## config.mk

```make
export PLATFORM = sky130hd
export DESIGN_NAME = uart_tx_cfg
export DESIGN_NICKNAME = d
export VERILOG_FILES = /design/src/rtl/uart_tx_cfg_pkg.sv /design/src/rtl/uart_tx_cfg_baud_gen.sv /design/src/rtl/uart_tx_cfg.sv
export SDC_FILE = /design/constraint.sdc
export NUM_CORES = 1
export LEC_CHECK = 0
export ABC_AREA = 1
export BUFFER_PORTS_ARGS = -buffer_cell sky130_fd_sc_hd__buf_2
export CAP_MARGIN = 20
export CORE_MARGIN = 1
export CORE_UTILIZATION = 57
export DETAILED_ROUTE_END_ITERATION = 16
export MAX_ROUTING_LAYER = met4
export PLACE_DENSITY = 0.81
export SYNTH_ARGS = -nofsm -noshare
export SYNTH_HDL_FRONTEND = slang
export SYNTH_SLANG_ARGS = --single-unit
```

## constraint.sdc

```tcl
create_clock -name clk -period 1.9 [get_ports clk]
set_input_delay 0.38 -clock clk [delete_from_list [all_inputs] [get_ports clk]]
set_output_delay 0.38 -clock clk [all_outputs]
set_load 0.02 [all_outputs]
```

## src/rtl/uart_tx_cfg_pkg.sv

```systemverilog
// uart_tx_cfg_pkg: parity-mode constants and the frame state encoding shared by the UART blocks
package uart_tx_cfg_pkg;
   localparam int UART_PAR_NONE = 0;
   localparam int UART_PAR_ODD  = 1;
   localparam int UART_PAR_EVEN = 2;
   typedef enum logic [2:0] {S_IDLE, S_START, S_DATA, S_PARITY, S_STOP} state_e;
endpackage

```

## src/rtl/uart_tx_cfg_baud_gen.sv

```systemverilog
// baud_gen: one-clock tick every DIV clocks, phase-reset by restart
module baud_gen #(
   parameter int DIV = 104
) (
   input  logic clk,
   input  logic rst,
   input  logic restart,
   output logic tick
);
   localparam int W = (DIV > 1) ? $clog2(DIV) : 1;
   logic [W-1:0] cnt_q, cnt_d;
   always_comb begin
      tick  = cnt_q == W'(DIV - 1);
      cnt_d = (restart || tick) ? '0 : cnt_q + 1'b1;
   end
   always_ff @(posedge clk) cnt_q <= rst ? '0 : cnt_d;
endmodule

```

## src/rtl/uart_tx_cfg.sv

```systemverilog
// uart_tx_cfg: UART transmitter with internal baud divider and data_rdy/fetch handshake
module uart_tx_cfg
   import uart_tx_cfg_pkg::*;
#(
   parameter int DIV    = 104,
   parameter int BITS   = 8,
   parameter int PARITY = 0,
   parameter int STOP   = 1
) (
   input  logic            clk,
   input  logic            rst,
   input  logic            data_rdy,
   input  logic [BITS-1:0] data,
   output logic            out,
   output logic            fetch,
   output logic            busy
);
   localparam bit HAS_PAR = PARITY != UART_PAR_NONE;
   state_e          state_q, state_d;
   logic [BITS-1:0] sh_q, sh_d;
   logic [3:0]      bit_q, bit_d;
   logic            stop_q, stop_d;
   logic            par_q, par_d, out_q, out_d, fetch_q, fetch_d, busy_q, busy_d;
   logic            latch, tick;
   baud_gen #(.DIV(DIV)) u_baud (.clk(clk), .rst(rst), .restart(latch), .tick(tick));
   always_comb begin
      state_d = state_q;
      sh_d    = sh_q;
      bit_d   = bit_q;
      stop_d  = stop_q;
      par_d   = par_q;
      out_d   = out_q;
      busy_d  = busy_q;
      fetch_d = 1'b0;
      latch   = 1'b0;
      case (state_q)
         S_IDLE: begin
            out_d = 1'b1;
            latch = data_rdy;
         end
         S_START: if (tick) begin
            state_d = S_DATA;
            out_d   = sh_q[0];
            sh_d    = sh_q >> 1;
            bit_d   = '0;
         end
         S_DATA: if (tick) begin
            if (bit_q == 4'(BITS - 1)) begin
               state_d = HAS_PAR ? S_PARITY : S_STOP;
               out_d   = HAS_PAR ? par_q : 1'b1;
               stop_d  = 1'b0;
            end else begin
               out_d = sh_q[0];
               sh_d  = sh_q >> 1;
               bit_d = bit_q + 4'd1;
            end
         end
         S_PARITY: if (tick) begin
            state_d = S_STOP;
            out_d   = 1'b1;
            stop_d  = 1'b0;
         end
         S_STOP: if (tick) begin
            if (stop_q == 1'(STOP - 1)) begin
               state_d = S_IDLE;
               busy_d  = 1'b0;
               out_d   = 1'b1;
               latch   = data_rdy;
            end else begin
               stop_d = 1'b1;
            end
         end
         default: state_d = S_IDLE;
      endcase
      // a latch from the final stop edge chains straight into the next start bit
      if (latch) begin
         state_d = S_START;
         sh_d    = data;
         par_d   = (PARITY == UART_PAR_ODD) ? ~^data : ^data;
         out_d   = 1'b0;
         fetch_d = 1'b1;
         busy_d  = 1'b1;
      end
   end
   always_ff @(posedge clk) begin
      if (rst) begin
         state_q <= S_IDLE;
         sh_q    <= '0;
         bit_q   <= '0;
         stop_q  <= 1'b0;
         par_q   <= 1'b0;
         out_q   <= 1'b1;
         fetch_q <= 1'b0;
         busy_q  <= 1'b0;
      end else begin
         state_q <= state_d;
         sh_q    <= sh_d;
         bit_q   <= bit_d;
         stop_q  <= stop_d;
         par_q   <= par_d;
         out_q   <= out_d;
         fetch_q <= fetch_d;
         busy_q  <= busy_d;
      end
   end
   assign out   = out_q;
   assign fetch = fetch_q;
   assign busy  = busy_q;
endmodule

```

==> flow_summary.ini, run 1 <==
[status]
status = finished, final reports clean

[worst_setup_path]
r2r_end = sh_q[1]$_SDFFE_PP0P_
reg2reg_depth = 11
critPathMaxStageDelay_ns = 0.38
timing.reg2reg.setup_slack_ns = 0.24
critPathBufInv = 1
cp_max_fo = 14
slowest_stage = dfxtp_1
worst_ep_required_time_ns = 2.15
crit_top_cell = nand2_1
worstSetupPathType = flop to flop
r2r-start = u_baud.cnt_q[0]$_SDFF_PP0_
startpoint = u_baud.cnt_q[0]$_SDFF_PP0_
critPathCaptureType = flop
startpoint_type = flop
cp_top_family = simple AND/OR/NAND/NOR gates
worstPathCellList = ha_1 -> nand2_1 -> inv_1 -> nand3_1 -> nand2_2 -> nand2_4 -> nand2_2 -> nand2_4 -> nand2_1 -> nand2_1 -> nor2_1
arrival_ns = 1.91

[floorplanning]
core_um2 = 2190
die-height_um = 50.1
die_area_um2 = 2510
row_count = 17
ios = 14
fp.dieW_um = 50.1
initial_core_util_pct = 60.1

[synth]
synth_area_um2 = 1320
synthCells = 202
syn-num-nets = 215
avgSynthCellArea_um2 = 6.52
yosysUniqueCellTypes = 22
yosysSeqAreaShare_pct = 38.0
synth.area.top_cells = dfxtp_1, nand2_1, nor2_1
yosysTopAreaCell = dfxtp_1
ys_seq_elements = 25
synth_top_area_share_pct = 38.0
yosys_warnings = 0

[timing]
period_minus_slack_ns = 1.66
timing.final.ws_setup_ns = 0.243
drv_slew = 0
fmax_ghz = 0.604
tns_ns = 0
setup_viol = 0
timing.final.crit_share_pct = 87.2
hold_ws_ns = 0.255
worstMarginPinSlew_ns = 0.285
rsz0062_at_grt = false
hold_viol_final = 0
slew-limit-headroom_pct = 81.0
skew_ns = 0.00646

[grt]
grt_max_degree = 15
met3_usage_pct = 3.70
antenna_found_initial = 0
gr-usage-met2_pct = 38.9
grt_pass1_vias = 1119
grt_use_total_pct = 23.5
grt_use_met1_pct = 27.6
grt_first_pass_wirelength_um = 4370
gr-total-overflow = 0
top_usage_layer = met2

[pwr]
powerDensity_nw_per_um2 = 687
irDropWorstVdd_mv = 0.578
power.total_mw = 0.983
p_leak_nw = 0.711

[place]
gp_congestion = 0.902
port_buffers = 13
place_area_um2 = 1410
place_ws_ns = 0.273
dp_cells = 241
hpwl_um = 1920

[clock_tree]
clk_latency_ns = 0.31
cts_buffer_depth = 2
cts_hold_buf = 0
htree_levels = 1
cts_tree = yes
ctsResizeCount = 0
cts-root-buf = clkbuf_4
cts_setup_buffers = 0
cts.sinks = 25
clk_pin_slew_ns = 0.13
cts_buffers = 3

[cells_and_area]
final_cells = 245
post_route_cells_drive_above_1_share_pct = 16.1
area_growth_pct = 8.75
final_util_pct = 65.3
final_common_cell = nand2_1
stdcell_area_um2 = 1430
nets = 231
n_fill_cell = 207
final_cell_mix = nand2_1, nor2_1, inv_1, dfxtp_1, nand3_1
diodes = 0

[route]
wirelength_um = 2500
drt_iter0_drc = 19
drtAntennaViolNets = 0
viasPerCell = 5.03
wire_per_inst_um = 10.2
first_pass_iters = 4
vias = 1233
drc_errors = 0

[run]
maxCapViolations = 0

[hold_path]
hold_path_end = state_q[0]$_SDFFE_PP0P_
holdPathStages = 2
min_from = rst
hp-class = primary input to flop
-- power by group --
group	leakage, nW	switching [mW]	internal (mW)
registers	0.205	0.0168	0.556
logic	0.492	0.113	0.0670
clock network	0.0150	0.148	0.0820
total	0.711	0.278	0.705
-- Yosys cell counts --
master,number
nand3b_1,1
ha_1,2
buf_6,1
o21ai_0,5
inv_1,25
nor2_1,34
inv_2,1
xor2_1,2
nand4_1,3
nor2_2,4
nand2_1,58
o21ai_2,2
nand3_1,15
nand2_4,2
nor3b_1,1
nand2_2,6
a21oi_1,8
buf_2,3
dfxtp_1,25
nor2_4,1
nor3_1,2
or2_2,1
-- worst max-delay path by stage --
| stage | to | depth (start not counted) |
|---|---|---|
| floorplan | sh_q[0]$_SDFFE_PP0P_ | 11 |
| global placement | sh_q[1]$_SDFFE_PP0P_ | 10 |
| detailed placement | sh_q[0]$_SDFFE_PP0P_ | 11 |
| CTS | sh_q[1]$_SDFFE_PP0P_ | 11 |
| global route | sh_q[3]$_SDFFE_PP0P_ | 11 |
| finish | sh_q[1]$_SDFFE_PP0P_ | 11 |
-- sequential cells by signal (all words and copies together), names as in the netlist --
| register | cells |
|---|---|
| busy | 1 |
| state_q | 3 |
| sh_q | 8 |
| out | 1 |
| fetch | 1 |
| bit_q | 4 |
| u_baud.cnt_q | 7 |
-- final cells by class --
class | instances | area (um^2) | area share [%]
clock buffer | 4 | 26.3 | 1.84
sequential | 25 | 500 | 35.0
tap | 28 | 35.0 | 2.45
multi-input combinational | 147 | 692 | 48.3
timing repair buffer | 15 | 80.1 | 5.59
inverter | 26 | 97.6 | 6.82
-- kinds of logic after synthesis --
family,after synthesis,share of synthesized area [%]
flip-flops,25,38.0
adder cells (fa/ha/maj),2,1.90
buffers and inverters,30,9.41
XOR/XNOR,2,1.33
AO/OA/AOI/OAI,15,6.27
AND/OR/NAND/NOR,128,43.1
-- metal layers --
metal | up-vias | part of all wire [%] | wire, um
met4 | 0 | 2.0 | 51
met2 | 31 | 49 | 1220
met3 | 8 | 4.4 | 109
met1 | 539 | 45 | 1120
li1 | 655 | - | -
met5 | - | 0 | 0
Power figures use the tool's default switching activity.
==> run 2, diff against run 1 <==
--- a/config.mk
+++ b/config.mk
@@ -9,10 +9,10 @@
 export BUFFER_PORTS_ARGS = -buffer_cell sky130_fd_sc_hd__buf_2
 export CAP_MARGIN = 20
 export CORE_MARGIN = 1
-export CORE_UTILIZATION = 57
+export CORE_UTILIZATION = 51
 export DETAILED_ROUTE_END_ITERATION = 16
 export MAX_ROUTING_LAYER = met4
-export PLACE_DENSITY = 0.81
+export PLACE_DENSITY = 0.76
 export SYNTH_ARGS = -nofsm -noshare
 export SYNTH_HDL_FRONTEND = slang
 export SYNTH_SLANG_ARGS = --single-unit
==> constraint.sdc (replaced) <==
create_clock -name clk -period 1.35 [get_ports clk]
set_input_delay 0.27 -clock clk [delete_from_list [all_inputs] [get_ports clk]]
set_output_delay 0.27 -clock clk [all_outputs]
set_load 0.02 [all_outputs]
==> run 2 against run 1 <==
Effect of this change: register-to-register slack worse by 0.40 ns; the run now ends with setup timing left; hold slack lost 0.12 ns; critical endpoint is now out$_SDFFE_PP1P_; maximum frequency is 10% higher; highest routed layer unchanged; utilization increased by 12 points; largest cell class unchanged; global-route usage increased by 3.8 points; count of clock-buffer cells in the layout decreased by 1; total power grew 58%.
==> flow_summary.ini, run 2 (synthesized netlist as in run 1, its figures left out) <==
[status]
status = complete, but fails checks
violations = setup timing

[pwr]
combinationalPowerShare_pct = 24.7
powerDensity_nw_per_um2 = 813
clockPowerShare_pct = 23.0
pwr-share-seq_pct = 52.3
p_leak_nw = 0.896
irDropWorstVdd_mv = 1.09
intPower_mw = 1.06
power.switching_mw = 0.494
p_sw_share_pct = 31.8

[floorplanning]
die-height_um = 52.8
core_um2 = 2450
initial_core_util_pct = 53.6
ios = 14
die_area_um2 = 2790
fp.dieW_um = 52.8
row_count = 18

[worst_setup_path]
worst_ep_required_time_ns = 1.64
worstSetupPathType = flop to flop
arrival_ns = 1.79
critPathBufInv = 2
cp_top_family = simple AND/OR/NAND/NOR gates
timing.reg2reg.setup_slack_ns = -0.15
crit_top_cell = nand3_1
critPathMaxStageDelay_ns = 0.38
cp_max_fo = 6
worstPathCellList = ha_4 -> nand2_2 -> inv_2 -> nand3_4 -> buf_6 -> o21ai_1 -> nand3_1 -> nor2_1 -> nand2_1 -> nand3_1
slowest_stage = dfxtp_2
critPathCaptureType = flop
startpoint_type = flop

[grt]
antenna_found_initial = 0
grt_first_pass_wirelength_um = 5410
grt_pass1_vias = 1336
grt_max_degree = 16
gr-total-overflow = 0
grt_use_total_pct = 27.3

[cells_and_area]
area_growth_pct = 45.1
largest_register_ffs = 8
top_regs = sh_q x8, u_baud.cnt_q x7, bit_q x4
post_route_cells_drive_above_1_share_pct = 42.2
final_common_cell = nand2_1
final_util_pct = 77.8
diodes = 0
regMostFlops = sh_q
nets = 263
final_cell_mix = nand2_1, nor2_1, buf_4

[timing]
skew_ns = 0.00464
slew-limit-headroom_pct = 80.7
period_minus_slack_ns = 1.50
drv_slew = 0
timing.final.crit_share_pct = 111
timing.final.ws_setup_ns = -0.153
hold_ws_ns = 0.136
setup_viol = 16
hold_viol_final = 0
rsz0062_at_grt = true
fmax_ghz = 0.665
worstMarginPinSlew_ns = 0.289

[route]
wirelength_um = 3450
drtAntennaViolNets = 0
vias = 1432
viasPerCell = 5.13
drc_errors = 0
first_pass_iters = 4
wire_per_inst_um = 12.4
drt_iter0_drc = 41

[place]
port_buffers = 13
place_ws_ns = -0.103
hpwl_um = 2210
gp_congestion = 0.867

[clock_tree]
cts.sinks = 25
cts_buffer_depth = 2
htree_levels = 1
cts-root-buf = clkbuf_4
clk_latency_ns = 0.33
cts_tree = yes
clk_pin_slew_ns = 0.14
cts_buffers = 3

[hold_path]
hp-class = primary input to flop

[run]
maxCapViolations = 0
-- run 2: cell count changes in the layout (fill, tap and decap cells not counted), sizes merged --
cell	delta
clkinvlp	+1
nand2	+2
buf	+30
clkbuf	-1
-- run 2: stage by stage --
stage                     instance area, um^2  total power, mW  setup TNS [ns]  cells
after floorplan                          1380             1.03               0    202
after global placement                   1660             1.10          -0.382    268
after detailed placement                 1660             1.11          -0.815    268
after CTS                                1830             1.53          -0.531    276
after global routing                     1910             1.63           -2.51    279
final                                    1910             1.55           -1.24    279
-- run 2: final timing paths --
path	start	end	depth (start not counted)
setup reg to reg	u_baud.cnt_q[1]$_SDFF_PP0_	out$_SDFFE_PP1P_	10
hold / removal	rst	state_q[0]$_SDFFE_PP0P_	2
setup / recovery	u_baud.cnt_q[1]$_SDFF_PP0_	out$_SDFFE_PP1P_	10
hold reg to reg	busy$_SDFFE_PP0P_	busy$_SDFFE_PP0P_	2
-- run 2: per-layer routing --
metal / track usage, % / up-vias / part of all wire, %
met5: - / - / 0
met4: 12.3 / 0 / 2.6
met3: 4.35 / 11 / 4.1
met2: 47.7 / 47 / 51
met1: 30.3 / 651 / 43
li1: - / 723 / -
-- run 2: repair_timing --
item,CTS,global route
resized for setup,25,17
setup endpoints to repair,18,25
pin swaps,10,4
hold buffers,0,0
setup buffers,2,3
gates cloned,2,0
-- run 2: cell type report --
| type | instances | area [um^2] |
|---|---|---|
| well taps | 30 | 37.5 |
| repair buffers | 45 | 333 |
| multi-input cells | 149 | 905 |
| clock inverters | 1 | 7.51 |
| fillers | 172 | 546 |
| clock buffers | 3 | 22.5 |
| flip-flops and latches | 25 | 507 |
| inverters | 26 | 97.6 |
-- run 2: power groups by stage --
stage / Clock (mW) / Combinational [mW] / Sequential (mW)
final: 0.357 / 0.384 / 0.811
after global routing: 0.393 / 0.423 / 0.815
after CTS: 0.366 / 0.351 / 0.810
after detailed placement: 0 / 0.289 / 0.825
after global placement: 0 / 0.276 / 0.823
after floorplan: 0 / 0.200 / 0.830
==> run 3, diff against run 2 <==
--- a/config.mk
+++ b/config.mk
@@ -12,7 +12,7 @@
 export CORE_UTILIZATION = 51
 export DETAILED_ROUTE_END_ITERATION = 16
 export MAX_ROUTING_LAYER = met4
-export PLACE_DENSITY = 0.76
+export PLACE_DENSITY = 0.73
 export SYNTH_ARGS = -nofsm -noshare
 export SYNTH_HDL_FRONTEND = slang
 export SYNTH_SLANG_ARGS = --single-unit
==> run 3 against run 2 <==
Effect of this change: the flow still finishes with violations (setup timing); clock skew shrank 0.0034 ns; die area is the same; combinational power shrank 8.1%; sequential cell count is the same; clock power shrank 2%; highest routed layer unchanged; via count shrank 1.5%; maximum frequency grew 1.1%; register-to-register slack gained 0.02 ns.
==> flow_summary.ini, run 3 (synthesized netlist as in run 1, its figures left out) <==
[status]
status = complete, but fails checks
violations = setup timing

[route]
drtAntennaViolNets = 0
wirelength_um = 3400
met1_length_um = 1470
first_pass_iters = 4
routed-wl-met3_um = 97
wire_per_inst_um = 12.3
vias = 1410
wl_met2_um = 1780
routed.top_layer = met4
viasPerCell = 5.09
drc_errors = 0
drt_iter0_drc = 46

[pwr]
intPower_mw = 1.03
power.total_mw = 1.51
irDropWorstVdd_mv = 0.678
pwr-share-seq_pct = 53.6
power.switching_mw = 0.478
p_leak_nw = 0.891
powerDensity_nw_per_um2 = 810
combinationalPowerShare_pct = 23.3
p_sw_share_pct = 31.6
clockPowerShare_pct = 23.1

[grt]
grt_pass1_vias = 1263
gr-total-overflow = 0
grt_use_total_pct = 25.6
grt_first_pass_wirelength_um = 5170
antenna_found_initial = 0
grt_max_degree = 15

[place]
place_area_um2 = 1630
place_ws_ns = -0.159
hpwl_um = 2240
port_buffers = 13
dp_cells = 265
gp_congestion = 0.863

[clock_tree]
clk_latency_ns = 0.32
cts_buffers = 3
cts_tree = yes
clk_pin_slew_ns = 0.15
cts.sinks = 25
cts_buffer_depth = 2
htree_levels = 1
cts-root-buf = clkbuf_4

[worst_setup_path]
critPathBufInv = 1
arrival_ns = 1.76
startpoint_type = flop
critPathMaxStageDelay_ns = 0.38
worstPathCellList = ha_4 -> nand2_2 -> inv_2 -> nand3_4 -> nand2_4 -> nand2_8 -> nand2_8 -> nand2_8 -> nand2_2 -> nand2_2 -> nor2_2
cp_max_fo = 7
cp_top_family = simple AND/OR/NAND/NOR gates
worstSetupPathType = flop to flop
worst_ep_required_time_ns = 1.62
critPathCaptureType = flop
slowest_stage = dfxtp_2

[timing]
drv_slew = 0
timing.final.crit_share_pct = 110
worstMarginPinSlew_ns = 0.310
period_minus_slack_ns = 1.49
fmax_ghz = 0.672
timing.final.ws_setup_ns = -0.137
skew_ns = 0.00120
setup_viol = 22
rsz0062_at_grt = true
hold_viol_final = 0
tns_ns = -1.74
hold_ws_ns = 0.129
slew-limit-headroom_pct = 79.3

[hold_path]
hp-class = primary input to flop

[floorplanning]
fp.dieW_um = 52.8
die-height_um = 52.8
ios = 14
initial_core_util_pct = 53.6
core_um2 = 2450
row_count = 18
die_area_um2 = 2790

[cells_and_area]
diodes = 0
final_cells = 277
stdcell_area_um2 = 1870
final_cell_mix = nand2_1, buf_4, nor2_1
final_common_cell = nand2_1
largest_register_ffs = 8
area_growth_pct = 41.9
regMostFlops = sh_q
top_regs = sh_q x8, u_baud.cnt_q x7, bit_q x4
final_util_pct = 76.1
nets = 261
n_fill_cell = 184
post_route_cells_drive_above_1_share_pct = 38.9

[run]
maxCapViolations = 0
-- run 3: cell count changes in the layout (fill, tap and decap cells not counted), sizes merged --
cell      delta
clkinvlp     -1
buf          -2
clkinv       +1
-- run 3: timing repair --
item | 4_1_cts | 5_1_grt
hold buffers | 0 | 0
buffers inserted | 1 | 5
resized for setup | 19 | 15
cloned | 0 | 2
pin swaps | 5 | 14
hold endpoints to repair | 0 | 0
endpoints found under the setup margin | 24 | 24
-- run 3: final timing paths --
path / start / endpoint / slack, ns / cells past startpoint
setup / recovery: u_baud.cnt_q[0]$_SDFF_PP0_ / sh_q[0]$_SDFFE_PP0P_ / -0.14 / 11
hold / removal: rst / state_q[0]$_SDFFE_PP0P_ / 0.13 / 2
setup reg to reg: u_baud.cnt_q[0]$_SDFF_PP0_ / sh_q[0]$_SDFFE_PP0P_ / -0.14 / 11
hold reg to reg: busy$_SDFFE_PP0P_ / busy$_SDFFE_PP0P_ / 0.49 / 2
-- run 3: worst reg2reg max path, cell delays in order, from the launching register on --
cell	delay [ns]
dfxtp_2	0.38
ha_4	0.14
nand2_2	0.04
inv_2	0.07
nand3_4	0.12
nand2_4	0.15
nand2_8	0.09
nand2_8	0.12
nand2_8	0.08
nand2_2	0.10
nand2_2	0.05
nor2_2	0.08
-- run 3: layout make-up --
| type | count | area (um^2) | area share, % |
|---|---|---|---|
| Clock buffer | 3 | 22.5 | 1.21 |
| Clock inverter | 1 | 5.00 | 0.268 |
| Inverter | 26 | 100 | 5.36 |
| Multi-Input combinational cell | 149 | 891 | 47.7 |
| Sequential cell | 25 | 505 | 27.1 |
| Tap cell | 30 | 37.5 | 2.01 |
| Timing Repair Buffer | 43 | 307 | 16.4 |
-- run 3: power by group through the flow --
stage                     Clock [mW]  Sequential (mW)  Combinational (mW)
after global placement             0            0.823               0.270
after floorplan                    0            0.830               0.200
after CTS                      0.346            0.809               0.310
after global routing           0.363            0.814               0.394
after detailed placement           0            0.825               0.278
final                          0.350            0.810               0.353
-- run 3: per-layer routing --
layer  track usage (%)  vias to the layer above
li1                  -                      717
met1              29.6                      656
met2              45.8                       29
met3              3.48                        8
met4              7.02                        0
met5                 -                        -
